<file path="config.mk">
export PLATFORM = sky130hd
export DESIGN_NAME = output_serializer_flat
export DESIGN_NICKNAME = d
export VERILOG_FILES = /design/src/rtl/output_serializer_if.sv /design/src/rtl/output_serializer.sv /design/src/flat_wrapper.sv
export SDC_FILE = /design/constraint.sdc
export NUM_CORES = 2
export LEC_CHECK = 0
export CORE_AREA = 5 5 699 701
export DETAILED_ROUTE_END_ITERATION = 12
export DIE_AREA = 0 0 704 706
export SLEW_MARGIN = 20
export SYNTH_ARGS = -nofsm -noshare
export SYNTH_HDL_FRONTEND = slang
export SYNTH_SLANG_ARGS = --single-unit
</file>
<file path="constraint.sdc">
create_clock -name clk -period 3.1 [get_ports clk]
set_clock_uncertainty 0.15 [all_clocks]
set_input_delay 0.31 -clock clk [delete_from_list [all_inputs] [get_ports clk]]
set_output_delay 0.31 -clock clk [all_outputs]
set_load 0.01 [all_outputs]
</file>
<file path="src/rtl/output_serializer_if.sv">
// Bus between the serializer and its neighbours: block intake on one side,
// chunk output on the other, plus the sticky overrun flag.
//
// Handshake semantics (both sides follow strict valid/ready rules):
//   intake : pushin is the valid, ~busy is the ready. A block is taken on a
//            rising clk edge where pushin=1 and busy=0. pushin while busy=1
//            is dropped and raises overrun.
//   output : pushout is the valid, ~stopout is the ready. A chunk moves on a
//            rising clk edge where pushout=1 and stopout=0. While stopout=1,
//            dout/dox are held steady.
interface output_serializer_if;
    logic          pushin;
    logic [1599:0] din;
    logic          busy;
    logic          pushout;
    logic          stopout;
    logic [199:0]  dout;
    logic [2:0]    dox;
    logic          overrun;

    // Environment side: offers blocks, applies backpressure, watches output.
    modport master (
        output pushin,
        output din,
        output stopout,
        input  busy,
        input  pushout,
        input  dout,
        input  dox,
        input  overrun
    );

    // Serializer side.
    modport slave (
        input  pushin,
        input  din,
        input  stopout,
        output busy,
        output pushout,
        output dout,
        output dox,
        output overrun
    );
endinterface

</file>
<file path="src/rtl/output_serializer.sv">
// Splits a 1600-bit state block into NUM_CHUNKS chunks of 200 bits and emits
// them one per transfer, lowest index first. A new block can be accepted in
// the same cycle the last chunk leaves, so blocks stream back to back.
module output_serializer #(
    parameter int unsigned NUM_CHUNKS = 8
) (
    input  logic                 clk,
    input  logic                 reset,
    output_serializer_if.slave   io,
    output logic                 dbg_send
);

    typedef enum logic {
        IDLE = 1'b0,
        SEND = 1'b1
    } state_t;

    // Index of the final chunk of a block.
    localparam logic [2:0] LAST_IDX = 3'(NUM_CHUNKS - 1);

    state_t         state;
    logic [2:0]     idx;
    logic [1599:0]  holding;
    logic           pushout_q;
    logic [199:0]   dout_q;
    logic           overrun_q;

    logic           xfer;
    logic           last_xfer;
    logic           busy_c;
    logic           accept;
    logic           reject;

    // Select chunk k of a 1600-bit block.
    function automatic logic [199:0] chunk_of(input logic [1599:0] blk,
                                              input logic [2:0]    k);
        chunk_of = blk[int'(k) * 200 +: 200];
    endfunction

    // Handshake decode. busy drops during the final transfer so a waiting
    // block can be taken on the same edge; this gives busy a combinational
    // path from stopout.
    always_comb begin
        xfer      = 1'b0;
        last_xfer = 1'b0;
        busy_c    = 1'b0;
        accept    = 1'b0;
        reject    = 1'b0;
        xfer      = pushout_q & ~io.stopout;
        last_xfer = (state == SEND) && (idx == LAST_IDX) && !io.stopout;
        busy_c    = (state == SEND) && !last_xfer;
        accept    = io.pushin & ~busy_c;
        reject    = io.pushin & busy_c;
    end

    // FSM, holding register, chunk index and registered outputs.
    always_ff @(posedge clk or negedge reset) begin
        if (!reset) begin
            state     <= IDLE;
            idx       <= 3'd0;
            holding   <= '0;
            pushout_q <= 1'b0;
            dout_q    <= '0;
            overrun_q <= 1'b0;
        end else begin
            // A rejected push never touches the data path; it only latches
            // the overrun flag, which stays set until reset.
            if (reject) begin
                overrun_q <= 1'b1;
            end

            // accept is only possible in IDLE or during the final transfer,
            // so it always means "load a fresh block and start at chunk 0".
            if (accept) begin
                state     <= SEND;
                holding   <= io.din;
                idx       <= 3'd0;
                pushout_q <= 1'b1;
                dout_q    <= io.din[199:0];
            end else if (state == SEND && xfer) begin
                if (idx == LAST_IDX) begin
                    state     <= IDLE;
                    idx       <= 3'd0;
                    pushout_q <= 1'b0;
                    dout_q    <= '0;
                end else begin
                    idx    <= idx + 3'd1;
                    dout_q <= chunk_of(holding, idx + 3'd1);
                end
            end
        end
    end

    assign io.busy    = busy_c;
    assign io.pushout = pushout_q;
    assign io.dout    = dout_q;
    assign io.dox     = idx;
    assign io.overrun = overrun_q;
    assign dbg_send   = (state == SEND);

endmodule

</file>
<file path="src/flat_wrapper.sv">
// flat-port wrapper written by rule: the top's interface ports become plain ports
module output_serializer_flat 
#(
    parameter int unsigned NUM_CHUNKS = 8
)
  (clk, reset, dbg_send, io_pushin, io_din, io_stopout, io_busy, io_pushout, io_dout, io_dox, io_overrun);
  output_serializer_if io_i ();
  input  logic clk;
  input  logic reset;
  output logic dbg_send;
  input wire logic [$bits(io_i.pushin)-1:0] io_pushin;
  input wire logic [$bits(io_i.din)-1:0] io_din;
  input wire logic [$bits(io_i.stopout)-1:0] io_stopout;
  output wire logic [$bits(io_i.busy)-1:0] io_busy;
  output wire logic [$bits(io_i.pushout)-1:0] io_pushout;
  output wire logic [$bits(io_i.dout)-1:0] io_dout;
  output wire logic [$bits(io_i.dox)-1:0] io_dox;
  output wire logic [$bits(io_i.overrun)-1:0] io_overrun;
  assign io_i.pushin = io_pushin;
  assign io_i.din = io_din;
  assign io_i.stopout = io_stopout;
  assign io_busy = io_i.busy;
  assign io_pushout = io_i.pushout;
  assign io_dout = io_i.dout;
  assign io_dox = io_i.dox;
  assign io_overrun = io_i.overrun;
  output_serializer #(.NUM_CHUNKS(NUM_CHUNKS)) u_core (.clk(clk), .reset(reset), .io(io_i), .dbg_send(dbg_send));
endmodule
</file>
# == Word-level counts from Yosys, hierarchy flattened ==
# Index checks and enable logic that the tools add are counted.
# word_totals
ram_bits,0
register_bits,1805
mem_bits_ro,0
input_bits,1604
out_inout_bits,207
memories,0
latchBits,0
wordCells,32
# classes
n_reduce_logical,9
mul,1
n_eq_ne,1
muxes,9
n_shift,1
bitwise,5
div_mod_pow,0
add_sub_neg,1
n_lt_le_gt_ge,0
# ops
op,count
1600-bit by 32-bit variable part select with 200-bit output,1
200-bit two-way mux,3
3-bit two-way mux,3
3-bit by 5-bit multiplier with 8-bit output (second input constant),1
1-bit logical AND,4
2-bit nonzero test,2
3-bit by 1-bit adder with 3-bit output (second input constant),1
1-bit AND,3
3-bit == test (second input constant),1
1-bit two-way mux,3
1-bit zero test,2
1-bit inverter,2
2-bit AND reduction,1

# == Longest topological paths before layout ==
# logic_depth
depth_word,9
depth_mapped,10
depth_no_buf,6

# == Least setup slack after synthesis ==
# Ideal clock, no wire load.
# synth_timing
kind,register to register
start,"register u_core.idx[0], in the netlist u_core.io.dox[0]"
end,register u_core.holding[1000]
setup_time_ns,0.125
arrival_ns,2.041
t_required_ns,2.825
path_slack_ns,0.785
stages_incl_launch_ff,9
period_less_slack_ns,2.315
n_path_buf,3
path_cell_list,dfrtp_1 ha_1 ha_1 nor2b_2 o21ai_4 buf_4 buf_2 buf_4 mux2_2
# synth_via
elab_chain_len,7
# synth_rtl
item,line_no,source
from (decl),output_serializer.sv:22,logic [2:0] idx;
from (signal assigned),output_serializer.sv:87,idx <= idx + 3'd1;
3-bit == test,output_serializer.sv:50,last_xfer = (state == SEND) && (idx == LAST_IDX) && !io.stopout;
1-bit logical AND (2 in a row),output_serializer.sv:50,
1-bit zero test,output_serializer.sv:51,busy_c = (state == SEND) && !last_xfer;
1-bit logical AND,output_serializer.sv:51,
1-bit inverter,output_serializer.sv:52,accept = io.pushin & ~busy_c;
1-bit AND,output_serializer.sv:52,
to (signal assigned),output_serializer.sv:76,holding <= io.din;
to (decl),output_serializer.sv:23,logic [1599:0] holding;
# Every way passes these cells.
# A chain may end at the register's enable or synchronous reset.

# == Worst setup path in the final report ==
# layout_timing
start,"register u_core.idx[0], in the netlist u_core.io.dox[0]"
end,"register u_core.dout_q[98], in the netlist u_core.io.dout[98]"
# layout_via
elab_chain_len,8
elab_cells_between_ends,14
cone_classes,1 x add/sub; 1 x mul; 1 x eq/ne; 1 x shift; 3 x mux; 2 x bitwise; 5 x reduce/logical
# layout_rtl
item,line_no,source
"parallel branches: the longest is 8 deep, another holds 3-bit by 5-bit multiplier with 8-bit output",-,
to (signal assigned),output_serializer.sv:79,dout_q <= io.din[199:0];
to (signal assigned),output_serializer.sv:88,"dout_q <= chunk_of(holding, idx + 3'd1);"
to (decl),output_serializer.sv:25,logic [199:0] dout_q;
# Several ways; the timed one is not identified. The select of a mux whose other input is x is not followed.

==> flow_summary.toml <==
[synth]
syn_avg_cell_area_um2 = 12.9
synth-edff-count = 0
yosys_most_used_dff = "dfrtp_1"
syn_inst = 6487
yosys-top-cells-area = "dfrtp_1 54%, mux2_2 19%, mux2i_1 12%"
synth_cell_types = 28
synthesis.area_um2 = 83800
syn_nets = 8093
synthArstFlopShare = 1.00
synth_top_cell_area_share = 0.539
ys_seq_area_frac = 0.539
yosys.cell_count.top_type = "dfrtp_1"
synth_seq_cells = 1805
yosysTopAreaCell = "dfrtp_1"
ys_warn_count = 0
post_synth_most_frequent_cells = "1805 x dfrtp_1, 1428 x mux2_2, 1000 x mux2i_1"

[floorplan]
chipHeight_um = 706
start_util = 0.174
rows = 255
die_x_um = 704
coreArea_um2 = 481000
io_pins = 1811
dieArea_um2 = 497000

[finish]
syn_to_final_growth_pct = 61.0
nNetsFinal = 11584
drive_gt1_frac = 0.217
fillCellCount = 49246
finalInstanceArea_um2 = 135000

[clock_network]
h-tree-depth = 4
path_clk_slew_ps = 60
clock_sinks = 1805
cts-buffers-inserted = 215
cts_tree = "done"
clock_latency_ps = 950
cts_buffer_depth = 4
root_buffer = "clkbuf_16"

[timing]
fin_tns_setup_ps = 0
clock.fmax_ghz = 0.333
rsz0062_at_grt = "false"
worst_pin_slew_ps = 981
relSlewSlack = 0.346
finalWorstSetupSlack_ps = 99.7
fin_crit_ps = 3000
setup_violations = 0
timing.final.crit_share = 0.968
hold_viol_final = 0
final-max-slew-violation-count = 0

[worst_setup_path]
crit_path_max_incr_delay_ps = 510
cp_max_fo = 14
crit_arrival_ps = 3630
crit_path_top_delay_cell = "dfrtp_4"
end_kind = "flop"
crit_path_start = "u_core.io.dox[0]"
rr_startpoint = "u_core.io.dox[0]"
critical_path_buf_inv_count = 4
path_cells = "ha_1, ha_2, nor2b_4, buf_12, buf_4, buf_4, a22oi_1, buf_4, nand2_1, o21ai_0"
crit_top_cell = "buf_4"
worstSetupPathType = "reg2reg"
cp.required_ps = 3730
worstSetupStartpointType = "flop"
cp_top_family = "buffers and inverters"

[placement]
placed_area_um2 = 111000
post-dp-hpwl_um = 377000
globalplace.congestion = 0.936
portBuffers = 1810
post-place-ws_ps = -2.50

[drt]
wirelength_um = 479000
vias_per_cell = 4.31
wl_per_cell_um = 28.7
drt-pass1-iter-count = 6
drc_errors = 0
vias = 71986
ant_nets = 0
drt-initial-drc-count = 5705

[global_routing]
grt_pass1_vias = 74762
gr-usage-all-layers = 0.185
grt_pass1_wl_um = 647000
grt_max_degree = 105
globalRouteOverflowTotal = 0
antenna_found_initial = 272

[outcome]
outcome = "completed"

[pwr]
p_per_area_nw_per_um2 = 948
ir_worst_vdd_mv = 0.634
leakage_nw = 57.2

[job]
maxCapViolCount = 0

[min_path]
hold_class = "in2reg"
min_from = "io_din[369]"
logic make-up (layout without fill, tap and decap cells):
| group | Yosys count | after routing | share of synthesized area |
|---|---|---|---|
| adders and majority gates | 2 | 2 | 0.000298 |
| AOI/OAI and AO/OA | 981 | 981 | 0.0797 |
| muxes | 2428 | 2428 | 0.311 |
| buffers and inverters | 508 | 4175 | 0.0355 |
| and+or+nand+nor | 763 | 763 | 0.0345 |
| DFF | 1805 | 1805 | 0.539 |
| other | 0 | 137 | 0 |
timing repair:
action / in CTS / in global routing
gates resized for setup: 8 / 1
cloned: 1 / 0
buffers inserted: 2 / 1
pin swaps: 1 / 0
hold buffers: 1574 / 0
setup endpoints to repair: 220 / 2
endpoints found under the hold margin: 3065 / 0
where the power goes:
| group | switching [W] | total [W] | internal, W |
|---|---|---|---|
| registers | 0.00729 | 0.0426 | 0.0353 |
| clock network | 0.0111 | 0.0264 | 0.0153 |
| logic | 0.0320 | 0.0589 | 0.0269 |
worst register-to-register path, cell delays in order (launching register included):
cell     delay (ps)
dfrtp_4         510
ha_1            210
ha_2            290
nor2b_4         160
buf_12          170
buf_4           320
buf_4           170
a22oi_1         440
buf_4           230
nand2_1          50
o21ai_0         130
stage by stage:
| stage | utilization | std cells | hold slack, ps | total power [W] |
|---|---|---|---|---|
| after floorplan | - | 6487 | -136 | 0.0710 |
| after global placement | 0.232 | 14609 | 193 | 0.0987 |
| after detailed placement | 0.232 | 14609 | 190 | 0.0997 |
| after CTS | 0.280 | 16578 | 1.23 | 0.129 |
| after global routing | 0.280 | 16658 | 10.8 | 0.135 |
| final | 0.280 | 16716 | 43.2 | 0.128 |
registers in the layout, indices dropped and copies added, names as in the netlist:
| signal | cells |
|---|---|
| u_core.io.overrun | 1 |
| u_core.io.dox | 3 |
| u_core.holding | 1600 |
| u_core.io.pushout | 1 |
| u_core.io.dout | 200 |
per-layer routing:
layer / vias up / part of all wire / track usage
li1: 30857 / - / -
met4: 118 / 0.045 / 0.0732
met3: 1022 / 0.089 / 0.0655
met2: 3226 / 0.47 / 0.303
met5: - / 0.0015 / 0
met1: 36763 / 0.40 / 0.221
area by class of cell:
class                      instances  area [um2]  area share
clock inverter                    86        1040     0.00774
inverter                           1        3.75   0.0000278
timing repair buffer            3781       38400       0.284
clock buffer                     307        6230      0.0461
antenna                          137         343     0.00254
multi-input combinational       4174       35800       0.265
tap                             6425        8040      0.0596
sequential                      1805       45200       0.335
worst paths after layout:
check | to | slack [ps] | cells after the start
hold / removal | u_core.holding[369] | 40 | 2
max in group asynchronous | u_core.holding[846] | 1640 | 4
setup reg to reg | u_core.io.dout[98] | 100 | 10
min in group asynchronous | u_core.holding[1535] | 240 | 3
setup / recovery | u_core.io.dout[98] | 100 | 10
hold reg to reg | u_core.holding[40] | 330 | 2
cells in the final DEF, fill, tap and decap left out, types with 3 or more instances in the layout:
cell type           n
clkbuf_8           50
o21ai_0           328
diode_2           137
clkinv_8            3
clkbuf_1           42
clkinv_4            6
mux2i_1           996
clkinvlp_4          5
nand2_1           548
buf_12            113
clkdlybuf4s50_1  1800
clkinv_2           44
buf_4             287
clkbuf_16         215
dlygate4sd3_1    1573
a221oi_1          200
dfrtp_1          1803
o21ai_1            46
inv_6               5
bufinv_16          15
mux2_2           1428
inv_16              3
mux2i_2             4
nor2_1            203
nor2_4              3
clkinv_16           4
buf_16              4
a22oi_1           400
Power figures use the tool's default switching activity.
